## src/rtl/sdram_bus_monitor.sv

```systemverilog
`default_nettype none
// ============================================================================
// Module   : sdram_bus_monitor
// Purpose  : Sits between an SDRAM controller's pins and the SDRAM model(s).
//            Delays the command/address pin set by DLY_CYC clocks and tracks
//            per-chip-select, per-bank state to flag protocol/timing
//            violations (tRCD, tRP, tRAS, bank-state misuse, CS conflicts).
// Ports    : clk_i, rst_n_i (sync, active-low)
//            addr_i/ba_i/cs_n_i/ras_i/cas_i/we_i/cke_i/dqm_i  controller pins
//            addr_o/ba_o/cs_n_o/ras_o/cas_o/we_o/cke_o/dqm_o  delayed pins
//            err_o (pulse), err_code_o/err_cs_o/err_bank_o (last violation),
//            err_sticky_o, cmd_cnt_o (non-NOP commands, wraps)
// Option   : SDRAM_MON_STATS_EN adds rd_cnt_o, wr_cnt_o, ref_cnt_o.
// Revision : 1.0  initial release
// ============================================================================
module sdram_bus_monitor #(
    parameter int ADDR_BITS = 12,
    parameter int BA_BITS   = 2,
    parameter int NUM_CS    = 1,
    parameter int DQM_BITS  = 2,
    parameter int DLY_CYC   = 1,
    parameter int T_RCD     = 3,
    parameter int T_RP      = 3,
    parameter int T_RAS     = 6
) (
    input  logic                   clk_i,
    input  logic                   rst_n_i,
    input  logic [ADDR_BITS-1:0]   addr_i,
    input  logic [BA_BITS-1:0]     ba_i,
    input  logic [NUM_CS-1:0]      cs_n_i,
    input  logic                   ras_i,
    input  logic                   cas_i,
    input  logic                   we_i,
    input  logic                   cke_i,
    input  logic [DQM_BITS-1:0]    dqm_i,
    output logic [ADDR_BITS-1:0]   addr_o,
    output logic [BA_BITS-1:0]     ba_o,
    output logic [NUM_CS-1:0]      cs_n_o,
    output logic                   ras_o,
    output logic                   cas_o,
    output logic                   we_o,
    output logic                   cke_o,
    output logic [DQM_BITS-1:0]    dqm_o,
    output logic                   err_o,
    output logic [2:0]             err_code_o,
    output logic [$clog2(NUM_CS):0] err_cs_o,
    output logic [BA_BITS-1:0]     err_bank_o,
    output logic                   err_sticky_o,
    output logic [31:0]            cmd_cnt_o
`ifdef SDRAM_MON_STATS_EN
    ,
    output logic [31:0]            rd_cnt_o,
    output logic [31:0]            wr_cnt_o,
    output logic [31:0]            ref_cnt_o
`endif
);

    localparam int NB    = 1 << BA_BITS;
    localparam int CSW   = $clog2(NUM_CS) + 1;
    localparam int T_MAX = (T_RAS > T_RCD) ? ((T_RAS > T_RP) ? T_RAS : T_RP)
                                           : ((T_RCD > T_RP) ? T_RCD : T_RP);
    localparam int TW    = $clog2(T_MAX) + 1;
    localparam int PW    = ADDR_BITS + BA_BITS + NUM_CS + 4 + DQM_BITS;

    // Pin vector order: addr, ba, cs_n, ras, cas, we, cke, dqm
    localparam logic [PW-1:0] PIN_NOP = {{(ADDR_BITS + BA_BITS){1'b0}}, {NUM_CS{1'b1}},
                                         3'b111, {(1 + DQM_BITS){1'b0}}};

    localparam logic [TW-1:0] RCD_LAST = TW'(T_RCD - 1);
    localparam logic [TW-1:0] RP_LAST  = TW'(T_RP - 1);
    localparam logic [TW-1:0] RAS_MIN  = TW'(T_RAS);

    localparam logic [2:0] CMD_MRS = 3'b000;
    localparam logic [2:0] CMD_REF = 3'b001;
    localparam logic [2:0] CMD_PRE = 3'b010;
    localparam logic [2:0] CMD_ACT = 3'b011;
    localparam logic [2:0] CMD_WR  = 3'b100;
    localparam logic [2:0] CMD_RD  = 3'b101;
    localparam logic [2:0] CMD_NOP = 3'b111;

    typedef enum logic [1:0] {
        BK_IDLE        = 2'd0,
        BK_ACTIVATING  = 2'd1,
        BK_ACTIVE      = 2'd2,
        BK_PRECHARGING = 2'd3
    } bank_state_e;

    // ------------------------------------------------------------------
    // Pin pipeline (independent of the checker)
    // ------------------------------------------------------------------
    logic [PW-1:0] pin_in;
    logic [PW-1:0] pin_out;

    assign pin_in = {addr_i, ba_i, cs_n_i, ras_i, cas_i, we_i, cke_i, dqm_i};

    generate
        if (DLY_CYC == 0) begin : g_passthru
            assign pin_out = pin_in;
        end else begin : g_pipe
            logic [PW-1:0] pipe_q [DLY_CYC];
            always_ff @(posedge clk_i) begin
                if (!rst_n_i) begin
                    for (int i = 0; i < DLY_CYC; i++) pipe_q[i] <= PIN_NOP;
                end else begin
                    pipe_q[0] <= pin_in;
                    for (int i = 1; i < DLY_CYC; i++) pipe_q[i] <= pipe_q[i-1];
                end
            end
            assign pin_out = pipe_q[DLY_CYC-1];
        end
    endgenerate

    assign {addr_o, ba_o, cs_n_o, ras_o, cas_o, we_o, cke_o, dqm_o} = pin_out;

    // ------------------------------------------------------------------
    // Command decode on the undelayed pins
    // ------------------------------------------------------------------
    logic [CSW-1:0] cs_low_cnt;
    logic [CSW-1:0] cs_sel;
    logic [2:0]     cmd;
    logic           cs_multi;
    logic           cmd_valid;

    // Descending scan leaves cs_sel at the lowest asserted chip select.
    always_comb begin
        cs_low_cnt = '0;
        cs_sel     = '0;
        for (int c = NUM_CS - 1; c >= 0; c--) begin
            if (!cs_n_i[c]) begin
                cs_low_cnt = cs_low_cnt + 1'b1;
                cs_sel     = CSW'(c);
            end
        end
    end

    assign cmd       = {ras_i, cas_i, we_i};
    assign cs_multi  = cke_i && (cs_low_cnt > CSW'(1));
    assign cmd_valid = cke_i && (cs_low_cnt == CSW'(1));

    // ------------------------------------------------------------------
    // Bank state and violation detection
    // ------------------------------------------------------------------
    bank_state_e   bank_q [NUM_CS][NB];
    logic [TW-1:0] tmr_q  [NUM_CS][NB];   // cycles spent in ACTIVATING/PRECHARGING
    logic [TW-1:0] ras_q  [NUM_CS][NB];   // cycles since ACT, saturating at T_RAS
    logic          tgt    [NUM_CS][NB];

    // A bank is targeted by the decoded command if it is on the selected CS and
    // either matches ba_i or the command is a precharge-all.
    always_comb begin
        for (int c = 0; c < NUM_CS; c++) begin
            for (int b = 0; b < NB; b++) begin
                tgt[c][b] = cmd_valid && (CSW'(c) == cs_sel) &&
                            (((cmd == CMD_PRE) && addr_i[10]) || (BA_BITS'(b) == ba_i));
            end
        end
    end

    logic [2:0]         err_code_d;
    logic [BA_BITS-1:0] err_bank_d;
    logic [2:0]         bank_code;

    // Descending bank scan so the lowest violating bank is the one reported.
    always_comb begin
        err_code_d = 3'd0;
        err_bank_d = ba_i;
        bank_code  = 3'd0;
        if (cs_multi) begin
            err_code_d = 3'd7;
        end else if (cmd_valid) begin
            for (int c = 0; c < NUM_CS; c++) begin
                for (int b = NB - 1; b >= 0; b--) begin
                    bank_code = 3'd0;
                    if (CSW'(c) == cs_sel) begin
                        case (cmd)
                            CMD_REF, CMD_MRS: begin
                                if (bank_q[c][b] != BK_IDLE) bank_code = 3'd5;
                            end
                            CMD_ACT: begin
                                if (tgt[c][b]) begin
                                    if (bank_q[c][b] == BK_PRECHARGING)  bank_code = 3'd6;
                                    else if (bank_q[c][b] != BK_IDLE)    bank_code = 3'd1;
                                end
                            end
                            CMD_RD, CMD_WR: begin
                                if (tgt[c][b]) begin
                                    case (bank_q[c][b])
                                        BK_IDLE:        bank_code = 3'd2;
                                        BK_ACTIVATING:  bank_code = 3'd3;
                                        BK_PRECHARGING: bank_code = 3'd6;
                                        default:        bank_code = 3'd0;
                                    endcase
                                end
                            end
                            CMD_PRE: begin
                                if (tgt[c][b]) begin
                                    if (bank_q[c][b] == BK_PRECHARGING)
                                        bank_code = 3'd6;
                                    else if ((bank_q[c][b] != BK_IDLE) && (ras_q[c][b] < RAS_MIN))
                                        bank_code = 3'd4;
                                end
                            end
                            default: bank_code = 3'd0;
                        endcase
                    end
                    if (bank_code != 3'd0) begin
                        err_code_d = bank_code;
                        err_bank_d = BA_BITS'(b);
                    end
                end
            end
        end
    end

    // Bank FSMs. Offending commands still move the FSM, mirroring what the
    // DRAM model itself would do with them.
    always_ff @(posedge clk_i) begin
        if (!rst_n_i) begin
            for (int c = 0; c < NUM_CS; c++) begin
                for (int b = 0; b < NB; b++) begin
                    bank_q[c][b] <= BK_IDLE;
                    tmr_q[c][b]  <= '0;
                    ras_q[c][b]  <= '0;
                end
            end
        end else begin
            for (int c = 0; c < NUM_CS; c++) begin
                for (int b = 0; b < NB; b++) begin
                    if (ras_q[c][b] != RAS_MIN) ras_q[c][b] <= ras_q[c][b] + 1'b1;
                    case (bank_q[c][b])
                        BK_ACTIVATING: begin
                            if (tmr_q[c][b] >= RCD_LAST) bank_q[c][b] <= BK_ACTIVE;
                            else                         tmr_q[c][b]  <= tmr_q[c][b] + 1'b1;
                        end
                        BK_PRECHARGING: begin
                            if (tmr_q[c][b] >= RP_LAST) bank_q[c][b] <= BK_IDLE;
                            else                        tmr_q[c][b]  <= tmr_q[c][b] + 1'b1;
                        end
                        default: ;
                    endcase
                    if (tgt[c][b] && (cmd == CMD_ACT)) begin
                        bank_q[c][b] <= (T_RCD > 1) ? BK_ACTIVATING : BK_ACTIVE;
                        tmr_q[c][b]  <= TW'(1);
                        ras_q[c][b]  <= TW'(1);
                    end else if (tgt[c][b] && (cmd == CMD_PRE) && (bank_q[c][b] != BK_IDLE)) begin
                        bank_q[c][b] <= (T_RP > 1) ? BK_PRECHARGING : BK_IDLE;
                        tmr_q[c][b]  <= TW'(1);
                    end
                end
            end
        end
    end

    // ------------------------------------------------------------------
    // Registered status outputs
    // ------------------------------------------------------------------
    logic               err_q;
    logic [2:0]         err_code_q;
    logic [CSW-1:0]     err_cs_q;
    logic [BA_BITS-1:0] err_bank_q;
    logic               err_sticky_q;
    logic [31:0]        cmd_cnt_q;

    always_ff @(posedge clk_i) begin
        if (!rst_n_i) begin
            err_q        <= 1'b0;
            err_code_q   <= 3'd0;
            err_cs_q     <= '0;
            err_bank_q   <= '0;
            err_sticky_q <= 1'b0;
            cmd_cnt_q    <= '0;
        end else begin
            err_q <= (err_code_d != 3'd0);
            if (err_code_d != 3'd0) begin
                err_code_q   <= err_code_d;
                err_cs_q     <= cs_sel;
                err_bank_q   <= err_bank_d;
                err_sticky_q <= 1'b1;
            end
            if (cmd_valid && (cmd != CMD_NOP)) cmd_cnt_q <= cmd_cnt_q + 32'd1;
        end
    end

    assign err_o        = err_q;
    assign err_code_o   = err_code_q;
    assign err_cs_o     = err_cs_q;
    assign err_bank_o   = err_bank_q;
    assign err_sticky_o = err_sticky_q;
    assign cmd_cnt_o    = cmd_cnt_q;

`ifdef SDRAM_MON_STATS_EN
    logic [31:0] rd_cnt_q;
    logic [31:0] wr_cnt_q;
    logic [31:0] ref_cnt_q;

    always_ff @(posedge clk_i) begin
        if (!rst_n_i) begin
            rd_cnt_q  <= '0;
            wr_cnt_q  <= '0;
            ref_cnt_q <= '0;
        end else if (cmd_valid) begin
            if (cmd == CMD_RD)  rd_cnt_q  <= rd_cnt_q + 32'd1;
            if (cmd == CMD_WR)  wr_cnt_q  <= wr_cnt_q + 32'd1;
            if (cmd == CMD_REF) ref_cnt_q <= ref_cnt_q + 32'd1;
        end
    end

    assign rd_cnt_o  = rd_cnt_q;
    assign wr_cnt_o  = wr_cnt_q;
    assign ref_cnt_o = ref_cnt_q;
`endif

endmodule
`default_nettype wire
```

## config.mk

```make
export PLATFORM = sky130hd
export DESIGN_NAME = sdram_bus_monitor
export DESIGN_NICKNAME = d
export VERILOG_FILES = /design/src/rtl/sdram_bus_monitor.sv
export SDC_FILE = /design/constraint.sdc
export NUM_CORES = 1
export LEC_CHECK = 0
export ABC_AREA = 1
export BUFFER_PORTS_ARGS = -buffer_cell sky130_fd_sc_hd__buf_4
export CAP_MARGIN = 30
export CORE_MARGIN = 2
export CORE_UTILIZATION = 62
export CTS_CLUSTER_SIZE = 8
export DETAILED_ROUTE_END_ITERATION = 7
export GPL_TIMING_DRIVEN = 0
export PLACE_DENSITY_LB_ADDON = 0.1
export SYNTH_ARGS = -nofsm -noshare
export SYNTH_HDL_FRONTEND = slang
export SYNTH_SLANG_ARGS = --single-unit
```

## constraint.sdc

```tcl
create_clock -name clk_i -period 3.5 [get_ports clk_i]
set_clock_uncertainty 0.15 [all_clocks]
set_input_delay 0.35 -clock clk_i [delete_from_list [all_inputs] [get_ports clk_i]]
set_output_delay 0.35 -clock clk_i [all_outputs]
set_load 0.05 [all_outputs]
```

======== After elaboration in Yosys (flattened, before gate mapping) ========
Memory sizes are Yosys's and may differ from the RTL's.
Cells that the tools add are included.
operators by class
  add/sub/neg operators ................... 9
  magnitude comparators ................... 9
  eq/ne operators ......................... 36
  muxes and demuxes ....................... 223
  bitwise logic cells ..................... 90
  reduce and logical (&&, ||, !) cells .... 77
operator list
  kind                                                 number
  two-way mux 16 bit                                   19
  OR reduction 16 bit                                  19
  two-way mux 3 bit                                    58
  two-way mux 1 bit                                    104
  two-way mux 8 bit                                    12
  OR reduction 8 bit                                   12
  one-hot mux 3 bit (4 select lines)                   4
  one-hot mux 3 bit (3 select lines)                   4
  adder 32 x 1 -> 32 bit, second input constant        1
  adder 4 x 1 -> 4 bit, second input constant          8
  AND 1 bit                                            30
  two-way mux 2 bit                                    15
  inverter 1 bit                                       30
  logical AND 1 bit                                    24
  two-way mux 4 bit                                    6
  two-way mux 21 bit                                   1
  OR reduction 21 bit                                  1
  >= comparator 4 x 2 -> 1 bit, second input constant  4
  < comparator 4 x 3 -> 1 bit, second input constant   4
  != test 4 x 3 -> 1 bit, second input constant        4
  AND 1 bit, first input constant                      15
  AND 1 bit, second input constant                     15
  equality test 0 bit                                  15
  nonzero test 3 bit                                   5
  other kinds (14)                                     34
storage, ports and cells
  flip-flop bits (word level) ............. 39
  memory bits (writable) .................. 61
  input bits .............................. 23
  output and inout port bits .............. 61
  word-level logic and storage cells ...... 453
  memories kept ........................... 4
memories
  memory         depth  bits a word  read ports  clocked after memory_dff  write ports  RTL line  RTL
  g_pipe.pipe_q  1      21           1           0                         1            100       logic [PW-1:0] pipe_q [DLY_CYC];
  ras_q          1      16           1           0                         5            145       logic [TW-1:0] ras_q [NUM_CS][NB];
  tmr_q          1      16           1           0                         8            144       logic [TW-1:0] tmr_q [NUM_CS][NB];
  bank_q         1      8            1           0                         8            143       bank_state_e bank_q [NUM_CS][NB];

======== Longest topological paths before layout ========
An unclocked memory read counts as a cell.
  depth in word-level cells ............... 17
  mapped depth ............................ 17
  gate-level depth less buffers ........... 17

======== Worst setup path before layout ========
No wires, ideal clock.
  path kind ............................... register to register
  start ................................... reg cmd_cnt_q[1] (netlist: cmd_cnt_o[1])
  end ..................................... reg cmd_cnt_q[30] (netlist: cmd_cnt_o[30])
  setup time .............................. 128 ps
  data arrival time ....................... 2,083 ps
  data required time ...................... 3,222 ps
  path slack .............................. 1,139 ps
  cell stages (with the launch flop) ...... 15
  buffers on the path ..................... 0
  clock period less this slack ............ 2,361 ps
  cells stage by stage .................... dfxtp_1 > ha_1 > inv_1 > nor2_4 > inv_2 > nor2_4 > nand2_2 > nor2_4 > nand3_2 > nor3_2 > nand2_2 > inv_2 > nand4_1 > xor2_1 > nor2_1
on the way
  longest elaborated chain between the ends .. 1
RTL lines
  element                   RTL line  RTL
  start: declaration        262       logic [31:0] cmd_cnt_q;
  start signal: assignment  280       if (cmd_valid && (cmd != CMD_NOP)) cmd_cnt_q <= cmd_cnt_q + 32'd1;
  adder 32 x 1 -> 32 bit    280
No other way between the ends.
A chain may end at the register's enable or synchronous reset.

======== Final worst setup path ========
Same ends and word-level chain as after synthesis.

==> summary.txt <==
Run status
  – Outcome: completed

Logic synthesis
  – Synth warn: 0
  – Ys async rst share: 0%
  – Register bit total from synthesis: 100
  – Post-synthesis instance area: 5520 µm²
  – Synthesized instance count: 710
  – Dominant synthesized flop cell: dfxtp_1
  – Number of flops mapped to enable cells by yosys: 28
  – Synth unique cells: 49
  – Synthesized area per cell: 7.77 µm²
  – Post-synthesis sequential area ratio: 41.4%

Pwr
  – Switching Fraction: 30.7%
  – Clk pwr share: ~28%
  – Pleak: 3.04 nW
  – Power Dens Cells: roughly 370 nW/µm²
  – Power, Total: ~2.4 mW
  – Sequential power share: 54.2%
  – Logic pwr share: ~17%
  – Peak VDD IR: approximately 220 µV
  – P_sw: 0.737 mW
  – Int Pwr: about 1.7 mW

Critical path
  – Worst Setup SP: cmd_cnt_o[1]
  – Critical path fanouts, max: 4
  – WS Path Type: reg -> reg
  – Cells along the critical path: ha_1, inv_1, nor2_4, inv_2, nor2_4, nand2_2, nor2_4, nand3_2, nor3_2, nand2_2, inv_2, nand4_1, xor2_1, nor2_1
  – CP peak stage delay: 0.42 ns
  – Worst endpoint required time: between 3 and 4 ns
  – Crit path top cell by count: nor2_4
  – Worst path bufs/invs: 3
  – Crit-path slowest cell: dfxtp_1
  – WP data arrival: 2.43 ns
  – Critical path launch point type: register
  – CP delay by family, top: simple AND/OR/NAND/NOR gates
  – CP Capture Type: register
  – Worst R2R Start: cmd_cnt_o[1]

Timing
  – Finish-stage setup viols: 0
  – RSZ-0062 raised after global routing: false
  – TNS Setup: 0 ns
  – Crit path time final: between 2 and 2.5 ns
  – Worst relative slew slack: approximately three fifths
  – Final Hold Vio Count: 0
  – Worst Tran Pin Value: 0.619 ns
  – Slew Viols, Final: 0
  – Fin crit share: 66.2%
  – Fmax: 432 MHz
  – Hold_ws: 0.00944 ns

GRT
  – First-pass GRT wire length: 20.5 mm
  – Antenna violations before repair: 0
  – GRT Total Usage: 25.6%
  – Total congestion overflow: 0
  – Vias in the first global route: ~4.7k
  – Largest net degree at the start of global routing: 18

Drt
  – DRT Wirelength: 12.0 mm
  – Via density: 5.34
  – Avg WL per Cell: 13.1 µm
  – Drt drc: 0
  – 1st-pass router iterations: 5
  – Initial DRC Count: 206
  – DRT antenna net count: 0
  – Via count: 4914

Layout
  – Multi-input combinational cell area: 2710 µm²
  – Nets: 867
  – Area delta synth->final: 17.5%
  – Post-route cell area: 6480 µm²
  – Ant. Diodes: 0
  – Ratio of cells with drive above 1 in the final layout: between 15 and 20%
  – FILL cells: between 700 and 800
  – Final Core Density: about three quarters
  – Reg area: 2280 µm²

Place
  – Placed Area: 6280 µm²
  – DP HPWL: 9.27 mm
  – IO Port Bufs: 82
  – RePlAce Congestion: between 0.9 and 1

Floorplanning
  – Die ar.: slightly below 10000 µm²
  – Core ar.: 8680 µm²
  – Row count: 34
  – Die Y: about 98 µm
  – Chip width: approximately 98 µm
  – Ports: between 80 and 90
  – Initial Util: between 60 and 70%

Worst hold path
  – Hold Crit Class: in -> reg
  – Start point of the worst min-delay path: addr_i[4]

CTS
  – Cts bufs inserted: 9
  – Hold buffer count at cts: 3
  – Post-CTS Resized: 0
  – Sink Count: 100
  – Clock root buffer: clkbuf_8
  – Worst-path clk slew: 0.10 ns
  – Post-CTS Setup Inserts: 0
  – Skew-Pair Late Insertion Delay: about 0.37 ns
  – Clock Tree Buf Depth: 2
  – TritonCTS clock tree: done
  – H-tree depth: 3

Run
  – Max_cap viols: 0
==> tightest hold or removal path, delay by kind of cell <==
| kind | cells | cell delay (ns) |
|---|---|---|
| and+or+nand+nor | 1 | 0.04 |
| buffers and inverters | 2 | 0.12 |
==> registers in the layout (all words and copies together), names as in the netlist <==
register	flops
ras_q	16
g_pipe.pipe_q	21
err_code_o	3
err_bank_o	2
bank_q	8
err_o	1
tmr_q	16
cmd_cnt_o	32
err_sticky_o	1
==> through the flow <==
stage               std cells  setup slack (ns)
finish                    921              1.18
global route              921             0.983
CTS                       921              1.20
detailed placement        902             0.963
global placement          902             0.969
floorplan                 712              1.14
==> cell usage in the layout, fill, tap and decap left out, types with 14 or more instances in the layout <==
cell type / count
a21oi_1: 24
nand2_1: 134
edfxtp_1: 28
nor2_1: 80
nor3_1: 15
inv_1: 112
xor2_1: 14
nand4_1: 25
o21ai_0: 24
ha_1: 36
nand3_1: 41
buf_4: 84
dfxtp_1: 72
==> power by group through the flow <==
stage / Sequential [mW] / Clock, mW / Combinational, mW
2_1_floorplan: 1.41 / 0 / 0.202
3_3_place_gp: 1.32 / 0 / 0.398
3_5_place_dp: 1.33 / 0 / 0.411
4_1_cts: 1.30 / 0.692 / 0.416
5_1_grt: 1.31 / 0.734 / 0.457
6_report: 1.30 / 0.682 / 0.417
==> worst paths after layout <==
path	to	slack, ns	cells past startpoint
max	cmd_cnt_o[30]	1.18	14
min	g_pipe.pipe_q[0][13]	0.009	3
min reg2reg	tmr_q[0][3]	0.30	2
max reg2reg	cmd_cnt_o[30]	1.18	14
==> cell usage after synthesis, drive strengths merged, types with 2 or more instances <==
| library cell | number | share of area [%] |
|---|---|---|
| nand2 | 146 | 11 |
| inv | 121 | 8.2 |
| nor2 | 93 | 7.7 |
| dfxtp | 72 | 26 |
| nand3 | 47 | 4.9 |
| ha | 36 | 8.2 |
| o21ai | 30 | 2.8 |
| edfxtp | 28 | 15 |
| nand4 | 26 | 3.2 |
| a21oi | 24 | 2.2 |
| nor3 | 18 | 1.9 |
| xor2 | 14 | 2.2 |
| buf | 9 | 0.82 |
| nor4 | 8 | 1.0 |
| xnor2 | 6 | 0.95 |
| a31oi | 4 | 0.45 |
| clkbuf | 4 | 0.27 |
| o211ai | 4 | 0.54 |
| clkinv | 3 | 0.32 |
| nand3b | 2 | 0.27 |
| nor3b | 2 | 0.27 |
| o21a | 2 | 0.27 |
==> logic make-up after synthesis <==
kind of cell / Yosys count / synth area share, %
simple gates: 347 / 30.6
compound gates: 69 / 6.98
other cells: 1 / 0.0680
flops: 100 / 41.4
buf+inv: 137 / 9.64
fa+ha+maj: 36 / 8.16
xor+xnor: 20 / 3.17
==> cell type report <==
cell class	count	share of cell area, %
inverters	124	7.28
clock buffers	10	1.97
clock inverters	6	0.734
repair buffers	85	9.96
multi-input cells	475	41.8
flip-flops and latches	100	35.2
well taps	108	2.08
plain buffers	13	0.927
==> per-layer routing <==
layer  wire [µm]  vias to the layer above  track usage (%)
li1            -                     2478                -
met3         676                       30             4.37
met2        5910                      151             45.1
met4         223                        0             8.43
met5           0                        -                0
met1        5230                     2255             31.8
Note: power is estimated with default switching activity, not from simulation.
